===== src/rtl/datapath_rr_arbiter.sv =====
// Round-robin sequencer that shares one registered datapath among NUM_REQ requesters.
// Define DP_ARB_PRIO_EN to give requester 0 absolute priority over the rotation.
module datapath_rr_arbiter #(
  parameter  int NUM_REQ    = 4,
  parameter  int DATA_WIDTH = 32,
  parameter  int ADDR_WIDTH = 16,
  parameter  int DP_LATENCY = 1,
  localparam int ID_W       = $clog2(NUM_REQ)
) (
  input  logic                         clk,
  input  logic                         rst_n,
  input  logic [NUM_REQ-1:0]           req_valid,
  output logic [NUM_REQ-1:0]           req_ready,
  input  logic [NUM_REQ*DATA_WIDTH-1:0] req_a,
  input  logic [NUM_REQ*DATA_WIDTH-1:0] req_b,
  input  logic [NUM_REQ*4-1:0]         req_op,
  input  logic [NUM_REQ*ADDR_WIDTH-1:0] req_addr,
  output logic [DATA_WIDTH-1:0]        dp_a,
  output logic [DATA_WIDTH-1:0]        dp_b,
  output logic [3:0]                   dp_op,
  output logic [ADDR_WIDTH-1:0]        dp_addr,
  input  logic [DATA_WIDTH-1:0]        dp_result,
  input  logic [ADDR_WIDTH-1:0]        dp_addr_out,
  output logic                         rsp_valid,
  input  logic                         rsp_ready,
  output logic [ID_W-1:0]              rsp_id,
  output logic [DATA_WIDTH-1:0]        rsp_data,
  output logic [ADDR_WIDTH-1:0]        rsp_addr,
  output logic                         busy
);

  localparam int CNT_W = $clog2(DP_LATENCY + 1);
  localparam logic [ID_W-1:0] LAST_ID = ID_W'(NUM_REQ - 1);
  localparam logic [ID_W:0]   NREQ    = (ID_W + 1)'(NUM_REQ);

  typedef enum logic [1:0] {
    IDLE,
    EXEC,
    RESP
  } state_t;

  state_t state_q, state_d;

  logic [ID_W-1:0]        rr_ptr;
  logic [CNT_W-1:0]       cnt;
  logic [2*NUM_REQ-1:0]   dbl;
  logic [NUM_REQ-1:0]     rot;
  logic [NUM_REQ-1:0]     gnt_oh;
  logic [ID_W-1:0]        off;
  logic [ID_W:0]          sum;
  logic [ID_W-1:0]        gnt;
  logic                   found;
  logic                   accept;
  logic [DATA_WIDTH-1:0]  a_sel;
  logic [DATA_WIDTH-1:0]  b_sel;
  logic [3:0]             op_sel;
  logic [ADDR_WIDTH-1:0]  addr_sel;

  // Rotate so rr_ptr sits at bit 0, find the lowest set bit, rotate back.
  always_comb begin : arb
    dbl   = {req_valid, req_valid} >> rr_ptr;
    rot   = dbl[NUM_REQ-1:0];
    found = 1'b0;
    off   = '0;
    for (int k = NUM_REQ - 1; k >= 0; k--) begin
      if (rot[k]) begin
        found = 1'b1;
        off   = ID_W'(k);
      end
    end
    sum = {1'b0, rr_ptr} + {1'b0, off};
    if (sum >= NREQ) sum = sum - NREQ;
    gnt = sum[ID_W-1:0];
`ifdef DP_ARB_PRIO_EN
    if (req_valid[0]) gnt = '0;
`endif
  end

  always_comb begin : sel
    gnt_oh   = '0;
    a_sel    = '0;
    b_sel    = '0;
    op_sel   = '0;
    addr_sel = '0;
    for (int i = 0; i < NUM_REQ; i++) begin
      if (gnt == ID_W'(i)) begin
        gnt_oh[i] = found;
        a_sel     = req_a[i*DATA_WIDTH +: DATA_WIDTH];
        b_sel     = req_b[i*DATA_WIDTH +: DATA_WIDTH];
        op_sel    = req_op[i*4 +: 4];
        addr_sel  = req_addr[i*ADDR_WIDTH +: ADDR_WIDTH];
      end
    end
  end

  assign accept    = (state_q == IDLE) && found;
  assign req_ready = (state_q == IDLE && rst_n) ? gnt_oh : '0;
  assign busy      = (state_q != IDLE);
  assign rsp_valid = (state_q == RESP);

  always_comb begin : fsm
    state_d = state_q;
    unique case (state_q)
      IDLE:    if (found) state_d = EXEC;
      EXEC:    if (cnt == '0) state_d = RESP;
      RESP:    if (rsp_ready) state_d = IDLE;
      default: state_d = IDLE;
    endcase
  end

  always_ff @(posedge clk or negedge rst_n) begin
    if (!rst_n) state_q <= IDLE;
    else        state_q <= state_d;
  end

  always_ff @(posedge clk or negedge rst_n) begin
    if (!rst_n) begin
      rr_ptr   <= '0;
      cnt      <= '0;
      dp_a     <= '0;
      dp_b     <= '0;
      dp_op    <= '0;
      dp_addr  <= '0;
      rsp_id   <= '0;
      rsp_data <= '0;
      rsp_addr <= '0;
    end else if (accept) begin
      dp_a    <= a_sel;
      dp_b    <= b_sel;
      dp_op   <= op_sel;
      dp_addr <= addr_sel;
      rsp_id  <= gnt;
      rr_ptr  <= (gnt == LAST_ID) ? '0 : gnt + ID_W'(1);
      cnt     <= CNT_W'(DP_LATENCY);
    end else if (state_q == EXEC) begin
      if (cnt == '0) begin
        rsp_data <= dp_result;
        rsp_addr <= dp_addr_out;
      end else begin
        cnt <= cnt - CNT_W'(1);
      end
    end
  end

endmodule

===== config.mk =====
export PLATFORM = sky130hd
export DESIGN_NAME = datapath_rr_arbiter
export DESIGN_NICKNAME = d
export VERILOG_FILES = /design/src/rtl/datapath_rr_arbiter.sv
export SDC_FILE = /design/constraint.sdc
export NUM_CORES = 1
export LEC_CHECK = 0
export ABC_AREA = 1
export CAP_MARGIN = 20
export CORE_AREA = 2 2 209 211
export DETAILED_ROUTE_END_ITERATION = 16
export DIE_AREA = 0 0 211 213
export PLACE_DENSITY_LB_ADDON = 0.2
export SYNTH_ARGS = -nofsm -noshare
export SYNTH_HDL_FRONTEND = slang
export SYNTH_SLANG_ARGS = --single-unit
export TNS_END_PERCENT = 10

===== constraint.sdc =====
create_clock -name clk -period 7.2 [get_ports clk]
set_input_delay 1.08 -clock clk [delete_from_list [all_inputs] [get_ports clk]]
set_output_delay 1.08 -clock clk [all_outputs]
set_load 0.1 [all_outputs]

-- Word-level counts from Yosys, hierarchy flattened
Index checks and enable logic that the tools add are counted.
- add/subtract/negate cells: 4
- multipliers: 0
- div/mod/pow operators: 0
- order comparisons: 1
- eq/ne operators: 8
- shifts and indexed selects: 1
- multiplexer cells: 38
- bitwise logic cells: 2
- reduce and logical (&&, ||, !) cells: 8
- operator list (cell ; number):
    32-bit 2-to-1 mux ; 8
    16-bit 2-to-1 mux ; 4
    4-bit 2-to-1 mux ; 5
    2-bit 2-to-1 mux ; 9
    1-bit 2-to-1 mux ; 11
    8-bit by 2-bit >> shifter with 4-bit output ; 1
    2-bit equality test, second input constant ; 3
    2-bit case mux with 3 select lines ; 1
    3-bit AND reduction ; 2
    2-bit by 1-bit equality test with 1-bit output, second input constant ; 2
    2-bit zero test ; 2
    2-bit inequality test, second input constant ; 2
    2-bit nonzero test ; 2
    2-bit by 2-bit adder with 3-bit output ; 1
    3-bit >= comparator, second input constant ; 1
    2-bit by 1-bit adder with 2-bit output, second input constant ; 1
    1-bit logical AND ; 2
    2-bit by 1-bit inequality test with 1-bit output, second input constant ; 1
    1-bit inverter ; 2
    2-bit by 1-bit subtractor with 2-bit output, second input constant ; 1
    1-bit subtractor, second input constant ; 1
- flip-flop bits (word level): 139
- bits in latches: 0
- memory bits (writable): 0
- bits in read-only memories: 0
- logic and storage cells: 72
- memories: 0

-- Logic depth before layout (Yosys ltp)
Gate-level depths: netlist of run 1.
- depth after elaboration: 13
- depth in mapped cells: 21
- mapped depth without buffers: 19

-- Worst setup path after synthesis of run 1
No wires, ideal clock.
- kind: in2out
- start point: in req_valid[1]
- end point: out req_ready[3]
- arrival time: 4.592 ns
- data required time: 6.120 ns
- setup slack: 1.528 ns
- cell stages on the path: 13
- buffers on the path: 1
- cells stage by stage: nand2_1 > nand3_1 > nand2_1 > nand3_1 > a21boi_0 > ha_1 > xor2_1 > nand2_1 > nand2_1 > ha_1 > inv_2 > clkbuf_1 > nor3_1
- cells in the longest elaborated chain, start to end: 11
- elaborated cells on any way between the ends: 16
- RTL lines (what ; line ; source):
    start: declaration ; 12 ; input logic [NUM_REQ-1:0] req_valid,
    8-bit by 2-bit >> shifter with 4-bit output * ; 61 ; dbl = {req_valid, req_valid} >> rr_ptr;
    2-bit 2-to-1 mux (3 in a row) ; 66 ; if (rot[k]) begin
    2-bit 2-to-1 mux * ; 66 ;
    2-bit by 2-bit adder with 3-bit output * ; 71 ; sum = {1'b0, rr_ptr} + {1'b0, off};
    3-bit >= comparator or 2-bit by 1-bit subtractor with 2-bit output (tied branches) ; 72 ; if (sum >= NREQ) sum = sum - NREQ;
    2-bit 2-to-1 mux * ; 72 ;
    via sum[1] ; 50 ; logic [ID_W:0] sum;
    2-bit equality test * ; 86 ; if (gnt == ID_W'(i)) begin
    1-bit 2-to-1 mux * ; 86 ;
    4-bit 2-to-1 mux * ; 97 ; assign req_ready = (state_q == IDLE && rst_n) ? gnt_oh : '0;
    end: declaration ; 13 ; output logic [NUM_REQ-1:0] req_ready,
Mark *: on every way through the listed nets, which the timed path passes. The rest lies on a longest branch.

-- Final worst setup path of run 1
- start point: in req_valid[3]
- end point: out req_ready[0]
- cells in the longest elaborated chain, start to end: 11
- elaborated cells on any way between the ends: 16
- RTL lines (what ; line):
    8-bit by 2-bit >> shifter with 4-bit output * ; 61
    2-bit 2-to-1 mux (3 in a row) ; 66
    2-bit 2-to-1 mux * ; 66
    2-bit by 2-bit adder with 3-bit output * ; 71
    3-bit >= comparator or 2-bit by 1-bit subtractor with 2-bit output (tied branches) ; 72
    2-bit 2-to-1 mux * ; 72
    via sum[1] ; 50
    2-bit zero test * ; 86
    1-bit 2-to-1 mux * ; 86
    4-bit 2-to-1 mux * ; 97
Marked as above.

==> results of run 1 <==
[layout by cell type (no fill, tap or decap), drive strengths merged]
cell type / synthesis / layout
o21ai: 88 / 88
ha: 5 / 5
clkbuf: 50 / 18
clkinvlp: 0 / 4
a21boi: 1 / 1
buf: 30 / 13
o21bai: 84 / 84
xor2: 1 / 1
a21oi: 84 / 84
bufinv: 0 / 2
inv: 97 / 98
nor2: 92 / 92
dfrtp: 139 / 139
clkinv: 0 / 7
mux2: 48 / 48
nand3: 10 / 10
clkdlybuf4s50: 0 / 528
nand2: 200 / 200
a22oi: 84 / 84
o31ai: 1 / 1
nor3: 2 / 2
[kinds of logic (layout without fill, tap and decap cells)]
| kind of cell | count (synthesis) | after routing |
|---|---|---|
| AOI/OAI and AO/OA | 342 | 342 |
| and+or+nand+nor | 304 | 304 |
| buffers and inverters | 177 | 670 |
| DFF | 139 | 139 |
| muxes | 48 | 48 |
| adders and majority gates | 5 | 5 |
| xor gates and xnor gates | 1 | 1 |
[area by class of cell]
class / count / area [µm²] / area share, %
clock buffer: 18 / 429.2 / 2.960
clock inverter: 14 / 145.1 / 1.001
inverter: 97 / 365.4 / 2.520
multi-input combinational: 700 / 3996 / 27.57
sequential: 139 / 3478 / 23.99
tap: 546 / 683.2 / 4.713
timing repair buffer: 541 / 5399 / 37.24
[tightest hold or removal path: stages, from the launching register on]
cell,delay [ps]
dfrtp_1,340
nand2_1,60
nand2_1,50
[state kept, by name, indices dropped and copies added, names as in the netlist]
name and flops:
rsp_addr 16, rr_ptr 2, dp_b 32, dp_a 32, cnt 1, rsp_id 2
dp_addr 16, rsp_data 32, state_q 2, dp_op 4
[per-layer routing]
layer / global-route usage [%] / part of all wire [%]
met1: 16.97 / 41
met2: 26.29 / 50
met3: 4.177 / 6.8
met4: 4.832 / 1.8
met5: 0 / 0
[how the worst max path moves through the flow]
stage	slack (ps)	to	start	cells after the start
floorplan	1530	req_ready[3]	req_valid[1]	13
global placement	1560	req_ready[0]	req_valid[1]	16
detailed placement	1490	req_ready[0]	req_valid[3]	16
CTS	1480	req_ready[0]	req_valid[3]	16
global route	1140	req_ready[0]	req_valid[3]	16
finish	1470	req_ready[0]	req_valid[3]	16
[through the flow]
step	utilization (%)	hold WS [ps]	instance area [µm²]	instances
5_1_grt	33.95	503.1	14500	2055
4_1_cts	33.95	484.4	14500	2055
6_report	33.95	480.0	14500	2055
3_5_place_dp	32.61	469.3	13920	2023
3_3_place_gp	32.56	464.2	13900	2022
2_1_floorplan	-	448.9	8192	1016
==> metrics, run 1 <==
number of global-route vias before repair=8,851; Mapped Area=8192 µm²; setup bufs post-CTS=0; final net count=1,892; row cnt=76; largest family of logic cells by synthesized area=compound AO/OA/AOI/OAI gates; Fmax=0.1745 GHz; Hold WC Path Type=register to register; Relative slew margins=25.79%; area grow syn2layout=76.97%; Tcrit/Tclk final=79.58%; worst-case clock skew=6.366 ps; hold path startpoint=cnt; Synthesis Warnings=0; r2r setup slk=3160 ps; most frequent cell after synthesis=nand2_1; Post-synth EDFFs=0; global route overflow=0; mux cell area share after synthesis=6.598%; DRT Pass-1 Iters=5; Syn Inst Count=1,016; Reg clk slew, reported paths=60 ps; Post-Synth XOR/XNOR Area=0.1069%; status=completed; Routed Antenna Nets=0; Die Wd=211 µm; CP bufs+invs=5; Final Hold Vio Count=0; CP endpoint kind=output port; core area=42,700 µm²; Top FF cell, synth=dfrtp_1; hpwl dp=26,150 µm; cell chain of the critical path=clkdlybuf4s50_1, nand2_1, nand3_1, nand2_1, nand3_1, a21boi_0, ha_1, xor2_1, inv_1, nand3_1, nand2_1, inv_1, ha_1, inv_1, nor3_1, clkdlybuf4s50_1; setup_tns=0 ps; largest delay contributor family on the critical path=buffers and inverters; Slowest cell on crit path=clkdlybuf4s50_1; GRT Total Usage=14.75%; Max-Cap Viols=0; RSZ-0062 raised after global routing=no; Compound-Gate Fraction of Synth Area=26.36%; initial antenna violation count=0; Max stage delay on crit path=1200 ps; WS Path Type=primary input to output port; largest net degree at the start of global routing=92; wire length per cell=16.81 µm; Worst Path Required=6120 ps; hold path endpoint=state_q[0]; post-synthesis adder-cell area fraction=0.7637%; min Tclk post-route=5730 ps; RD Place Congestion=0.7631; CTS Hold Bufs=0; mean area per synthesized cell=8.063 µm²; RR Endpoint=dp_b[9]; distinct cell type count after synthesis=28; TritonCTS clock tree=done; worst-margin pin slew=1113 ps; sequential area share after synthesis=42.46%; Initial Util=19.19%; first-pass GRT wire length=50,830 µm; initial drt markers=459; Synth Register Bits=139; CP max FO=4; clock latency on the worst-skew pair=430 ps; top cells by area, synth=dfrtp_1 42%, nand2_1 9.0%, a22oi_1 7.7%; DRC errors left=0; num ports=531; share of cells above drive strength 1=7.356%; simple-gate share of the synthesized area=14.27%; Via Count=8,781; worst r2r path cells=20; clk root buf=clkbuf_16; Post-synth ARST share=100.0%; Num Clock Sinks=139; cts bufs inserted=17; post-synth net total=1,412; total die area=44,940 µm²; # setup viols final=0; CP startpoint kind=primary input; Die Y=213 µm; Hold Path Depth=2; post-CTS sizing=0; largest area contributor in the netlist=dfrtp_1; Final Max Tran Viols=0; Max Buffers Root-to-Sink=2; Vias/cell=4.273; Reg2Reg Launch Point=rr_ptr[0]; diode count=0; H-tree depth=4; Yosys top cell area share=42.46%; arrival time worst endpoint=4650 ps; Synth top cells by count=197 x nand2_1, 139 x dfrtp_1, 92 x inv_1, 92 x nor2_1; min setup slack post-route=1470 ps; dpl ws=1492 ps; Routed WL=34,540 µm; number of buffers added on ports=530; fillers=4,517
Power of run 1 is left out: the tool's default activity adds up to more than one toggle a clock period on the data nets, which glitch-free logic cannot reach.
==> run 2: changes to the inputs <==
- clock period: 7.2 -> 5.9 ns (I/O delays scaled with it)
==> run 2 against run 1 <==
Effect of this change:
- via count is 0.49% higher
- clock skew increased by 4.3 ps
- register-to-register slack lost 1100 ps
- flip-flop and latch count did not move
- global-route usage increased by 0.38 points
- first-iteration DRC count is 2.2% lower
- critical endpoint is now req_ready[1]
==> metrics, run 2 (synthesized netlist as in run 1, its figures left out) <==
worst-case clock skew=10.62 ps (+4.251 ps); diode count=0 (unchanged); Initial Util=19.19% (unchanged); share of cells above drive strength 1=7.550% (+0.19 points); setup bufs post-CTS=0 (unchanged); CP max FO=43 (+39); Final Max Tran Viols=0 (unchanged); first-pass GRT wire length=52,110 µm (+2.5%); Num Clock Sinks=139 (unchanged); CP startpoint kind=primary input; core area=42,700 µm² (unchanged); Vias/cell=4.292 (+0.44%); cts bufs inserted=17 (unchanged); Final Hold Vio Count=0 (unchanged); Tcrit/Tclk final=78.20%; Hold WC Path Type=primary input to asynchronous set/reset pin; Via Count=8,824 (+0.49%); Reg clk slew, reported paths=60 ps (about the same); Routed WL=34,720 µm (+0.52%); Relative slew margins=28.71% (+2.9 points); min Tclk post-route=4614 ps; WS Path Type=primary input to output port; CP Launch Point=req_valid[1]; wire length per cell=16.89 µm (+0.48%); Routed Antenna Nets=0 (unchanged); routing usage on met2=26.41% (+0.11 points); initial antenna violation count=0 (unchanged); area grow syn2layout=78.54%; total die area=44,940 µm² (unchanged); TritonCTS clock tree=done; DRT Pass-1 Iters=4 (-1); GRT Total Usage=15.13% (+0.38 points); busiest layer in global routing=met2; Die Wd=211 µm (unchanged); number of global-route vias before repair=9,031 (+2.0%); status=completed; Die Y=213 µm (unchanged); initial drt markers=449 (-2.2%); Max Buffers Root-to-Sink=2 (unchanged); commonest non-fill, non-tap cell in the layout=clkdlybuf4s50_1; met3 global-route usage=4.104% (-0.074 points); # setup viols final=0 (unchanged); Multi-input gate area=3996 µm² (unchanged); DRC errors left=0 (unchanged); setup_tns=0 ps (unchanged); Seq. cell area=3478 µm² (unchanged); arrival time worst endpoint=3730 ps (-920 ps); H-tree depth=4 (unchanged); row cnt=76 (unchanged); final net count=1,894 (+0.11%); RSZ-0062 raised after global routing=no; CTS Hold Bufs=0 (unchanged); Reg2Reg Launch Point=rr_ptr[0]; worst-margin pin slew=1066 ps (-47.15 ps); largest net degree at the start of global routing=131 (+42%); fillers=4,500 (-0.38%); RD Place Congestion=0.8241 (+8.0%); post-CTS sizing=0 (unchanged); Top Registers=dp_a: 32 flops, dp_b: 32 flops, rsp_data: 32 flops; Worst Path Required=5020 ps (-1100 ps); Max-Cap Viols=0 (unchanged); num ports=531 (unchanged); number of buffers added on ports=530 (unchanged); CP endpoint kind=output port; commonest non-fill, non-tap cells in the layout=525 x clkdlybuf4s50_1, 196 x nand2_1, 139 x dfrtp_1; Fmax=0.2167 GHz; hpwl dp=26,430 µm (+1.1%); clock latency on the worst-skew pair=430 ps (about the same); clk root buf=clkbuf_16; met1 GRT Util=17.75% (+0.78 points); global route overflow=0 (unchanged)
run 2: final cells by class:
| class | instances | area share [%] |
|---|---|---|
| clock inverter | 10 | 1.437 |
| clock buffer | 21 | 3.148 |
| inverter | 97 | 2.498 |
| sequential | 139 | 23.78 |
| tap | 546 | 4.671 |
| timing repair buffer | 543 | 37.14 |
| multi-input combinational | 700 | 27.32 |
run 2: worst max-delay path, stage by stage:
cell             delay (ps)
clkdlybuf4s50_1         420
nand2_1                  90
nand3_1                  80
nand2_1                 110
nand3_1                  70
a21boi_0                160
ha_1                    180
xor2_1                  190
inv_1                    60
nand3_1                  80
nand2_1                 180
inv_1                   180
ha_4                    530
nand2_1                 100
nor2_1                  110
buf_4                   300
run 2: worst paths after layout:
check / slack [ps] / to / cells after the start
max in group asynchronous: 4390 / dp_b[28] / 2
min in group clk: 480 / dp_addr[6] / 2
setup / recovery: 1290 / req_ready[1] / 16
hold reg to reg: 480 / dp_addr[6] / 2
hold / removal: 340 / rsp_data[29] / 1
setup reg to reg: 2110 / dp_a[10] / 18
run 2: through the flow:
stage	util [%]	std cells	setup slack, ps	hold slack [ps]	cell area (µm²)
global placement	32.64	2024	1250	465.0	13930
detailed placement	32.68	2025	1254	467.1	13950
finish	34.25	2056	1286	339.5	14630
floorplan	-	1016	618.4	448.9	8192
global route	34.25	2056	954.6	345.6	14630
CTS	34.25	2056	1239	321.5	14630
run 2: per-layer routing:
metal	part of all wire [%]	vias up
met1	41	4104
met4	2.4	0
met5	0	-
met2	50	318
li1	-	4362
met3	6.9	40
Power of run 2 is left out for the same reason.
